[config.mk]
export PLATFORM = sky130hd
export DESIGN_NAME = fetch_stage_flat
export DESIGN_NICKNAME = d
export VERILOG_FILES = /design/src/rtl/fetch_stage_pkg.sv /design/src/rtl/fetch_stage_if.sv /design/src/rtl/fetch_stage_add.sv /design/src/rtl/fetch_stage_if_id_reg.sv /design/src/rtl/fetch_stage.sv /design/src/flat_wrapper.sv
export SDC_FILE = /design/constraint.sdc
export NUM_CORES = 1
export LEC_CHECK = 0
export ABC_CLOCK_PERIOD_IN_PS = 2500
export BUFFER_PORTS_ARGS = -buffer_cell sky130_fd_sc_hd__clkbuf_2
export CAP_MARGIN = 20
export CELL_PAD_IN_SITES_DETAIL_PLACEMENT = 1
export CELL_PAD_IN_SITES_GLOBAL_PLACEMENT = 1
export CORE_MARGIN = 10
export CORE_UTILIZATION = 38
export CTS_CLUSTER_SIZE = 10
export DETAILED_ROUTE_END_ITERATION = 8
export PLACE_DENSITY = 0.81
export SYNTH_ARGS = -nofsm -noshare
export SYNTH_HDL_FRONTEND = slang
export SYNTH_SLANG_ARGS = --single-unit
[constraint.sdc]
create_clock -name clk -period 2.5 [get_ports clk]
set_input_delay 0.25 -clock clk [delete_from_list [all_inputs] [get_ports clk]]
set_output_delay 0.25 -clock clk [all_outputs]
set_load 0.01 [all_outputs]
[src/rtl/fetch_stage_pkg.sv]
// Shared types and constants for the 16-bit MIPS fetch stage and its pipeline registers.
// No logic; imported by every fetch-stage file.
package fetch_stage_pkg;

    localparam int unsigned    DATA_W    = 16;
    localparam int unsigned    OPC_HI    = 15;
    localparam int unsigned    OPC_LO    = 12;
    localparam logic [3:0]     HALT_OPC  = 4'hF;
    localparam logic [15:0]    NOP_WORD  = 16'h0000;
    localparam logic [15:0]    PC_RESET  = 16'h0000;

    typedef enum logic {
        ST_RUN  = 1'b0,
        ST_HALT = 1'b1
    } fetch_state_e;

    typedef struct packed {
        logic [DATA_W-1:0] instr;
        logic [DATA_W-1:0] pc_inc;
        logic              valid;
    } ifid_t;

    function automatic logic [3:0] opcode_of(input logic [DATA_W-1:0] word);
        return word[OPC_HI:OPC_LO];
    endfunction

endpackage

[src/rtl/fetch_stage_if.sv]
// Fetch-stage bus: hazard/redirect controls, instruction memory port and IF/ID outputs.
// master = fetch stage, slave = surrounding core / memory.
interface fetch_stage_if;
    import fetch_stage_pkg::*;

    logic              stall;
    logic              redirect;
    logic [DATA_W-1:0] redirect_pc;
    logic [DATA_W-1:0] imem_addr;
    logic [DATA_W-1:0] imem_instr;
    logic [DATA_W-1:0] id_instr;
    logic [DATA_W-1:0] id_pc_inc;
    logic              id_valid;
    logic              halted;
    logic [DATA_W-1:0] fetch_count;

    modport master (
        input  stall, redirect, redirect_pc, imem_instr,
        output imem_addr, id_instr, id_pc_inc, id_valid, halted, fetch_count
    );

    modport slave (
        output stall, redirect, redirect_pc, imem_instr,
        input  imem_addr, id_instr, id_pc_inc, id_valid, halted, fetch_count
    );

endinterface

[src/rtl/fetch_stage_add.sv]
// Generic two's-complement adder with carry-in, carry-out and signed overflow.
// Latency: combinational. Backpressure: none.
module fetch_stage_add #(
    parameter int unsigned W = 16
) (
    input  logic [W-1:0] a,
    input  logic [W-1:0] b,
    input  logic         cin,
    output logic [W-1:0] sum,
    output logic         cout,
    output logic         ovf
);

    logic [W:0] full;

    assign full = {1'b0, a} + {1'b0, b} + {{W{1'b0}}, cin};
    assign sum  = full[W-1:0];
    assign cout = full[W];
    assign ovf  = (a[W-1] == b[W-1]) && (sum[W-1] != a[W-1]);

endmodule

[src/rtl/fetch_stage_if_id_reg.sv]
// Pipeline register (instr, pc_inc, valid); flush inserts a bubble, hold freezes contents.
// Latency: 1 cycle. Backpressure: hold from the hazard unit; flush beats hold.
module if_id_reg
    import fetch_stage_pkg::*;
#(
    parameter logic [DATA_W-1:0] NOP = NOP_WORD
) (
    input  logic  clk,
    input  logic  rst_n,
    input  logic  hold,
    input  logic  flush,
    input  ifid_t d,
    output ifid_t q
);

    ifid_t r_q;
    ifid_t r_d;

    // A bubble keeps the stale pc_inc: it is meaningless while valid is low.
    always_comb begin
        r_d = r_q;
        if (flush) begin
            r_d.instr = NOP;
            r_d.valid = 1'b0;
        end else if (!hold) begin
            r_d = d;
        end
    end

    always_ff @(posedge clk or negedge rst_n) begin
        if (!rst_n) begin
            r_q.instr  <= NOP;
            r_q.pc_inc <= '0;
            r_q.valid  <= 1'b0;
        end else begin
            r_q <= r_d;
        end
    end

    assign q = r_q;

endmodule

[src/rtl/fetch_stage.sv]
// IF stage: owns the PC, reads imem combinationally, loads IF/ID, stops on HALT opcode.
// Latency: word at PC appears on id_* after one edge. Backpressure: stall holds everything; redirect overrides.
module fetch_stage
    import fetch_stage_pkg::*;
#(
    parameter int unsigned       WIDTH       = DATA_W,
    parameter logic [DATA_W-1:0] RESET_PC    = PC_RESET,
    parameter logic [DATA_W-1:0] NOP_INSTR   = NOP_WORD,
    parameter logic [3:0]        HALT_OPCODE = HALT_OPC
) (
    input  logic          clk,
    input  logic          reset,
    fetch_stage_if.master bus
);

    localparam logic [WIDTH-1:0]  PC_ONE  = {{(WIDTH-1){1'b0}}, 1'b1};
    localparam logic [DATA_W-1:0] CNT_ONE = {{(DATA_W-1){1'b0}}, 1'b1};

    fetch_state_e      state_q, state_d;
    logic [WIDTH-1:0]  pc_q, pc_d;
    logic [DATA_W-1:0] cnt_q, cnt_d;
    logic [WIDTH-1:0]  pc_plus1;
    logic              add_cout_unused;
    logic              add_ovf_unused;
    logic              ifid_hold;
    logic              ifid_flush;
    ifid_t             ifid_d;
    ifid_t             ifid_q;

    fetch_stage_add #(.W(WIDTH)) u_pc_add (
        .a    (pc_q),
        .b    (PC_ONE),
        .cin  (1'b0),
        .sum  (pc_plus1),
        .cout (add_cout_unused),
        .ovf  (add_ovf_unused)
    );

    // Priority: redirect > stall > halt bubble > fetch (halt detect inside fetch).
    always_comb begin
        pc_d          = pc_q;
        state_d       = state_q;
        cnt_d         = cnt_q;
        ifid_hold     = 1'b0;
        ifid_flush    = 1'b0;
        ifid_d.instr  = bus.imem_instr;
        ifid_d.pc_inc = pc_plus1;
        ifid_d.valid  = 1'b1;
        if (bus.redirect) begin
            pc_d       = bus.redirect_pc;
            state_d    = ST_RUN;
            ifid_flush = 1'b1;
        end else if (bus.stall) begin
            ifid_hold  = 1'b1;
        end else if (state_q == ST_HALT) begin
            ifid_flush = 1'b1;
        end else begin
            // The HALT word itself is delivered downstream; only the PC freezes.
            if (opcode_of(bus.imem_instr) == HALT_OPCODE) begin
                state_d = ST_HALT;
            end else begin
                pc_d    = pc_plus1;
            end
            if (cnt_q != '1) begin
                cnt_d = cnt_q + CNT_ONE;
            end
        end
    end

    always_ff @(posedge clk or negedge reset) begin
        if (!reset) begin
            state_q <= ST_RUN;
            pc_q    <= RESET_PC;
            cnt_q   <= '0;
        end else begin
            state_q <= state_d;
            pc_q    <= pc_d;
            cnt_q   <= cnt_d;
        end
    end

    if_id_reg #(.NOP(NOP_INSTR)) u_if_id (
        .clk   (clk),
        .rst_n (reset),
        .hold  (ifid_hold),
        .flush (ifid_flush),
        .d     (ifid_d),
        .q     (ifid_q)
    );

    assign bus.imem_addr   = pc_q;
    assign bus.id_instr    = ifid_q.instr;
    assign bus.id_pc_inc   = ifid_q.pc_inc;
    assign bus.id_valid    = ifid_q.valid;
    assign bus.halted      = (state_q == ST_HALT);
    assign bus.fetch_count = cnt_q;

endmodule

[src/flat_wrapper.sv]
// flat-port wrapper written by rule: the top's interface ports become plain ports
module fetch_stage_flat import fetch_stage_pkg::*;
#(
    parameter int unsigned       WIDTH       = DATA_W,
    parameter logic [DATA_W-1:0] RESET_PC    = PC_RESET,
    parameter logic [DATA_W-1:0] NOP_INSTR   = NOP_WORD,
    parameter logic [3:0]        HALT_OPCODE = HALT_OPC
)
  (clk, reset, bus_stall, bus_redirect, bus_redirect_pc, bus_imem_instr, bus_imem_addr, bus_id_instr, bus_id_pc_inc, bus_id_valid, bus_halted, bus_fetch_count);
  fetch_stage_if bus_i ();
  input  logic clk;
  input  logic reset;
  input wire logic [$bits(bus_i.stall)-1:0] bus_stall;
  input wire logic [$bits(bus_i.redirect)-1:0] bus_redirect;
  input wire logic [$bits(bus_i.redirect_pc)-1:0] bus_redirect_pc;
  input wire logic [$bits(bus_i.imem_instr)-1:0] bus_imem_instr;
  output wire logic [$bits(bus_i.imem_addr)-1:0] bus_imem_addr;
  output wire logic [$bits(bus_i.id_instr)-1:0] bus_id_instr;
  output wire logic [$bits(bus_i.id_pc_inc)-1:0] bus_id_pc_inc;
  output wire logic [$bits(bus_i.id_valid)-1:0] bus_id_valid;
  output wire logic [$bits(bus_i.halted)-1:0] bus_halted;
  output wire logic [$bits(bus_i.fetch_count)-1:0] bus_fetch_count;
  assign bus_i.stall = bus_stall;
  assign bus_i.redirect = bus_redirect;
  assign bus_i.redirect_pc = bus_redirect_pc;
  assign bus_i.imem_instr = bus_imem_instr;
  assign bus_imem_addr = bus_i.imem_addr;
  assign bus_id_instr = bus_i.id_instr;
  assign bus_id_pc_inc = bus_i.id_pc_inc;
  assign bus_id_valid = bus_i.id_valid;
  assign bus_halted = bus_i.halted;
  assign bus_fetch_count = bus_i.fetch_count;
  fetch_stage #(.WIDTH(WIDTH), .RESET_PC(RESET_PC), .NOP_INSTR(NOP_INSTR), .HALT_OPCODE(HALT_OPCODE)) u_core (.clk(clk), .reset(reset), .bus(bus_i));
endmodule
==> results of run 1 <==
## routing by layer
| layer | GRT usage | vias up | part of all wire |
|---|---|---|---|
| met5 | 0 | - | 0 |
| met4 | 0.0548 | 0 | 0.015 |
| met3 | 0.0440 | 10 | 0.052 |
| met2 | 0.254 | 70 | 0.49 |
| met1 | 0.187 | 1313 | 0.44 |
| li1 | - | 1315 | - |
## final timing paths
kind                                          from                         to  slack (ps)
max                        u_core.bus.imem_addr[0]   u_core.bus.imem_addr[12]         500
min                             bus_redirect_pc[5]    u_core.bus.imem_addr[5]         120
max reg2reg                u_core.bus.imem_addr[0]   u_core.bus.imem_addr[12]         500
min reg2reg                    u_core.u_if_id.q[8]        u_core.u_if_id.q[8]         480
max in group asynchronous                    reset    u_core.bus.imem_addr[0]        1360
min in group asynchronous                    reset  u_core.bus.fetch_count[4]         480
## worst reg2reg max path, delay by kind of cell, from the launching register on
kind                     cells  cell delay (ps)
flip-flops                   1              470
AO/OA/AOI/OAI                1              180
adder cells (fa/ha/maj)      1              280
AND/OR/NAND/NOR              3             1000
## placed cells by master, fill, tap and decap left out, drive strengths merged, types with 6 or more instances in the layout
cell	netlist	final
a22o	16	16
dfrtp	66	66
nor3	6	6
nor2	14	14
nor4	6	6
nand2	37	37
clkbuf	11	112
xor2	12	12
buf	6	7
nand4	14	14
xnor2	19	19
a31oi	9	9
o21ai	28	28
nand3	15	15
## state kept, by name (all words and copies together), names as in the netlist
name,flops
u_core.bus.fetch_count,16
u_core.bus.halted,1
u_core.bus.imem_addr,16
u_core.u_if_id.q,33
## area by class of cell
class	count	area, um^2
clock buffer	12	145
tap	105	131
sequential	66	1650
inverter	5	18.8
fill	955	4180
timing repair buffer	108	573
multi-input combinational	221	1430
clock inverter	3	40.0
## report_power, final
part	internal, W	switching [W]	leakage, nW	total (W)
logic	0.000247	0.000340	0.938	0.000586
registers	0.00121	0.000175	0.833	0.00138
clock network	0.000480	0.000406	0.0962	0.000886
total	0.00194	0.000920	1.87	0.00286
## cells by family after synthesis
| logic type | after synthesis | synth area share |
|---|---|---|
| DFF | 66 | 0.518 |
| adders and majority gates | 2 | 0.00785 |
| muxes | 4 | 0.0145 |
| AOI/OAI and AO/OA | 66 | 0.136 |
| xor gates and xnor gates | 31 | 0.0852 |
| buffers and inverters | 22 | 0.0322 |
| and+or+nand+nor | 118 | 0.206 |
## stage by stage
| step | utilization | cell area, um^2 | hold WS (ps) | instances |
|---|---|---|---|---|
| after floorplan | - | 3190 | -45.6 | 309 |
| after global placement | 0.464 | 3790 | 325 | 503 |
| after detailed placement | 0.464 | 3790 | 345 | 503 |
| after CTS | 0.488 | 3990 | 119 | 519 |
| after global routing | 0.489 | 3990 | 127 | 520 |
| final | 0.489 | 3990 | 123 | 520 |
## timing repair
item                                    4_1_cts  5_1_grt
endpoints found under the hold margin        27        0
hold buffers                                  1        0
resized for setup                             0        0
endpoints found under the setup margin        0        0
==> summary.md, run 1 <==
| Metric | Value |
|---|---|
| Startpoint types | flip-flop |
| I/O Buffers | 101 |
| Overall power | 0.00286 W |
| CTS tree | built |
| Dominant cell by count in the synthesized netlist | dfrtp_1 |
| Worst setup margin | 504 ps |
| Final WL | 9570 um |
| Post-Place Setup Slack | 517 ps |
| DRT antenna net count | 0 |
| Initial antenna violation count | 0 |
| Leak | 1.87 nW |
| Io pins | 102 |
| Crit path cell chain | ha_1 > and3_1 > nand4_1 > or4_1 > a31oi_1 |
| First-pass DRT Iterations | 4 |
| VDD IR-drop max | 0.000294 V |
| Chip width | 112 um |
| Worst-path clk slew | 70 ps |
| Placement Rows | 33 |
| Crit. End Element | flip-flop |
| Largest net degree at the start of global routing | 40 |
| Hold-critical path depth | 3 |
| Synth top area cells | dfrtp_1 (52%), xnor2_1 (5.2%), a22o_1 (4.4%), nand2_1 (4.4%), o21ai_0 (3.8%) |
| ANT cells | 0 |
| Critical Path AT | 2250 ps |
| Final Hold Fails | 0 |
| Crit-path max FO | 7 |
| Drt drc | 0 |
| Worst-skew pair later-pin latency | 340 ps |
| MaxCap Viol Count | 0 |
| Die area | 0.0125 mm^2 |
| Area leader, netlist | dfrtp_1 |
| CTS Root Cell | clkbuf_8 |
| Register area share after synthesis | 0.518 |
| Part of the cycle the worst path needs | 0.798 |
| Number of synthesis warnings | 0 |
| CP max-delay cell | dfrtp_1 |
| Worst Path Buf+Inv | 0 |
| Synth top area share | 0.518 |
| Syn Std Cell Area | 0.00319 mm^2 |
| Reg2Reg Depth | 5 |
| Final Max Tran Viols | 0 |
| Post-synth top flop | dfrtp_1 |
| Clock Path Buffers | 2 |
| Pwr Density | 715 mW/mm^2 |
| Peak Freq | 501 MHz |
| Setup CP Type | reg2reg |
| Worst-Margin Slew | 708 ps |
| Number of cells on the critical path | 5 |
| Number of global-route vias before repair | 3029 |
| Worst slew margin | 0.528 |
| Cells after Synth | 309 |
| Outcome | completed |
| Mean Syn Cell Area | 10.3 um^2 |
| Post-CTS setup buffers | 0 |
| DPL Wire Length | 7330 um |
| Die H | 112 um |
| Global-route wire length before repair | 15800 um |
| Total core area | 0.00818 mm^2 |
| Vias/cell | 5.21 |
| GRT Util Overall | 0.154 |
| Area grow syn2layout | 25.3% |
| Commonest cells in the netlist | dfrtp_1 (66), nand2_1 (37), o21ai_0 (24) |
| CP delay by family, top | simple AND/OR/NAND/NOR gates |
| Number of DRC markers in iteration 0 | 128 |
| Worst Hold Class | in2reg |
| Post-synth EDFFs | 0 |
| Post-synth ARST share | 1.00 |
| RSZ-0062 raised after global routing | no |
| Setup TNS | 0 ps |
| Drt wl/cell | 18.4 um |
| Nets | 449 |
| Period minus WS final | 2000 ps |
| Max incr delay on CP | 470 ps |
| Count of unique library cells instantiated by Yosys | 47 |
| Clk sink count | 66 |
| Register bit total from synthesis | 66 |
| Post-Syn Nets | 347 |
| CTS Buf Count | 9 |
| Layout cells sized above 1 | 0.316 |
| CP Data Required Time | 2760 ps |
| Final setup skew | 9.68 ps |
| Setup violations, final | 0 |
| Congestion Overflow GR | 0 |
| Routability Congestion | 0.858 |
| Vias | 2708 |
| H-tree Lvls | 3 |
| Starting Density | 0.390 |
(Power assumes the default switching activity.)
==> inputs of run 2 (changes only) <==
Settings changed: ABC_CLOCK_PERIOD_IN_PS 2500 to 1900.
Clock period 2.5 ns to 1.9 ns, I/O delays scaled along.
==> summary.md, run 2 (synthesis results as in run 1) <==
| Metric | Value |
|---|---|
| Crit path capture | u_core.bus.imem_addr[13] |
| Reg2Reg Depth | 5 |
| Commonest non-fill, non-tap cell in the layout | clkbuf_2 |
| Drt wl/cell | 18.2 um |
| Final WL | 9640 um |
| Post-DP Area | 0.00387 mm^2 |
| Total placed cells including tap cells | 513 |
| First-pass DRT Iterations | 4 |
| Fin area | 0.00410 mm^2 |
| CTS Buf Count | 9 |
| Worst-path clk slew | 80 ps |
| Worst slew margin | 0.650 |
| Layout fillers | 984 |
| Final setup skew | 9.10 ps |
| VDD IR-drop max | 0.000418 V |
| Setup CP Type | reg2reg |
| GRT Util Overall | 0.153 |
| RSZ-0062 raised after global routing | no |
| Worst-skew pair later-pin latency | 350 ps |
| Critical Path AT | 2060 ps |
| H-tree Lvls | 3 |
| I/O Buffers | 101 |
| Chip width | 112 um |
| Pwr Density | 955 mW/mm^2 |
| Crit. End Element | flip-flop |
| Clk sink count | 66 |
| Most frequent cells in the layout | clkbuf_2 (100), dfrtp_1 (66), nand2_1 (37) |
| Vias | 2792 |
| Clock Path Buffers | 2 |
| Placement Rows | 33 |
| RR Startpoint | u_core.bus.imem_addr[4] |
| Io pins | 102 |
| Setup violations, final | 0 |
| Number of global-route vias before repair | 2991 |
| CP Data Required Time | 2190 ps |
| Worst Hold Class | in2reg |
| Congestion Overflow GR | 0 |
| Initial antenna violation count | 0 |
| DRT antenna net count | 0 |
| Post-CTS setup buffers | 0 |
| Final Max Tran Viols | 0 |
| Area grow syn2layout | 28.7% |
| Final Hold Fails | 0 |
| Layout cells sized above 1 | 0.338 |
| Die area | 0.0125 mm^2 |
| R2r setup slk | 120 ps |
| MaxCap Viol Count | 0 |
| Setup TNS | 0 ps |
| Routability Congestion | 0.848 |
| CP Launch Point | u_core.bus.imem_addr[4] |
| Global-route wire length before repair | 15800 um |
| Worst-Margin Slew | 524 ps |
| Max reg flops | 33 |
| Part of the cycle the worst path needs | 0.935 |
| Starting Density | 0.390 |
| Drt drc | 0 |
| Leak | 1.93 nW |
| Filler-free cell count of the finished design | 531 |
| Outcome | completed |
| Die H | 112 um |
| R2R Path End | u_core.bus.imem_addr[13] |
| Largest net degree at the start of global routing | 67 |
| Peak Freq | 563 MHz |
| Period minus WS final | 1780 ps |
| ANT cells | 0 |
| Nets | 459 |
| Total core area | 0.00818 mm^2 |
| DPL Wire Length | 7370 um |
| Startpoint types | flip-flop |
| Vias/cell | 5.26 |
| CTS tree | built |
| Number of DRC markers in iteration 0 | 165 |
| CTS Root Cell | clkbuf_8 |
| Crit-path max FO | 8 |
-- run 2: final cells by class --
type                            instances  area [um^2]  share of cell area
Clock buffer                           13          169              0.0412
Inverter                                5         18.8             0.00457
Sequential cell                        66         1650               0.402
Timing Repair Buffer                  118          648               0.158
Tap cell                              105          131              0.0320
Clock inverter                          3         46.3              0.0113
Multi-Input combinational cell        221         1440               0.351
-- run 2: how the worst min path moves through the flow --
stage	startpoint	to	slack, ps	cells after the start
2_1_floorplan	reset	u_core.bus.fetch_count[0]	-110	0
3_3_place_gp	reset	u_core.bus.fetch_count[8]	240	2
3_5_place_dp	reset	u_core.bus.fetch_count[9]	240	2
4_1_cts	bus_redirect_pc[0]	u_core.bus.imem_addr[0]	40	3
5_1_grt	bus_imem_instr[7]	u_core.u_if_id.q[24]	50	2
6_report	bus_redirect_pc[6]	u_core.bus.imem_addr[6]	40	3
-- run 2: stage by stage --
step / setup slack (ps) / hold WS [ps] / utilization / power [W]
finish: 124 / 43.0 / 0.502 / 0.00392
global route: 10.8 / 54.4 / 0.502 / 0.00413
CTS: 131 / 42.3 / 0.500 / 0.00397
detailed placement: 153 / 242 / 0.473 / 0.00268
global placement: 246 / 236 / 0.473 / 0.00263
floorplan: 108 / -106 / - / 0.00221
-- run 2: power breakdown --
part           switching [W]  internal [W]
clock               0.000567      0.000717
combinational       0.000484      0.000362
sequential          0.000198       0.00159
total                0.00125       0.00267
-- run 2: critical path: stages, from the launching register on --
cell and delay [ps]:
dfrtp_1 520, nand3_2 250, nor4_2 420, buf_4 180
nor3b_1 190, o31a_1 150
-- run 2: routing by layer --
metal	part of all wire	GRT usage
met1	0.44	0.185
met5	0	0
met2	0.49	0.252
met4	0.018	0.0677
met3	0.049	0.0386
-- run 2: repair_timing --
| action | in CTS | in global routing |
|---|---|---|
| endpoints found under the hold margin | 66 | 0 |
| hold buffers | 1 | 0 |
| resized for setup | 0 | 1 |
| endpoints found under the setup margin | 0 | 1 |
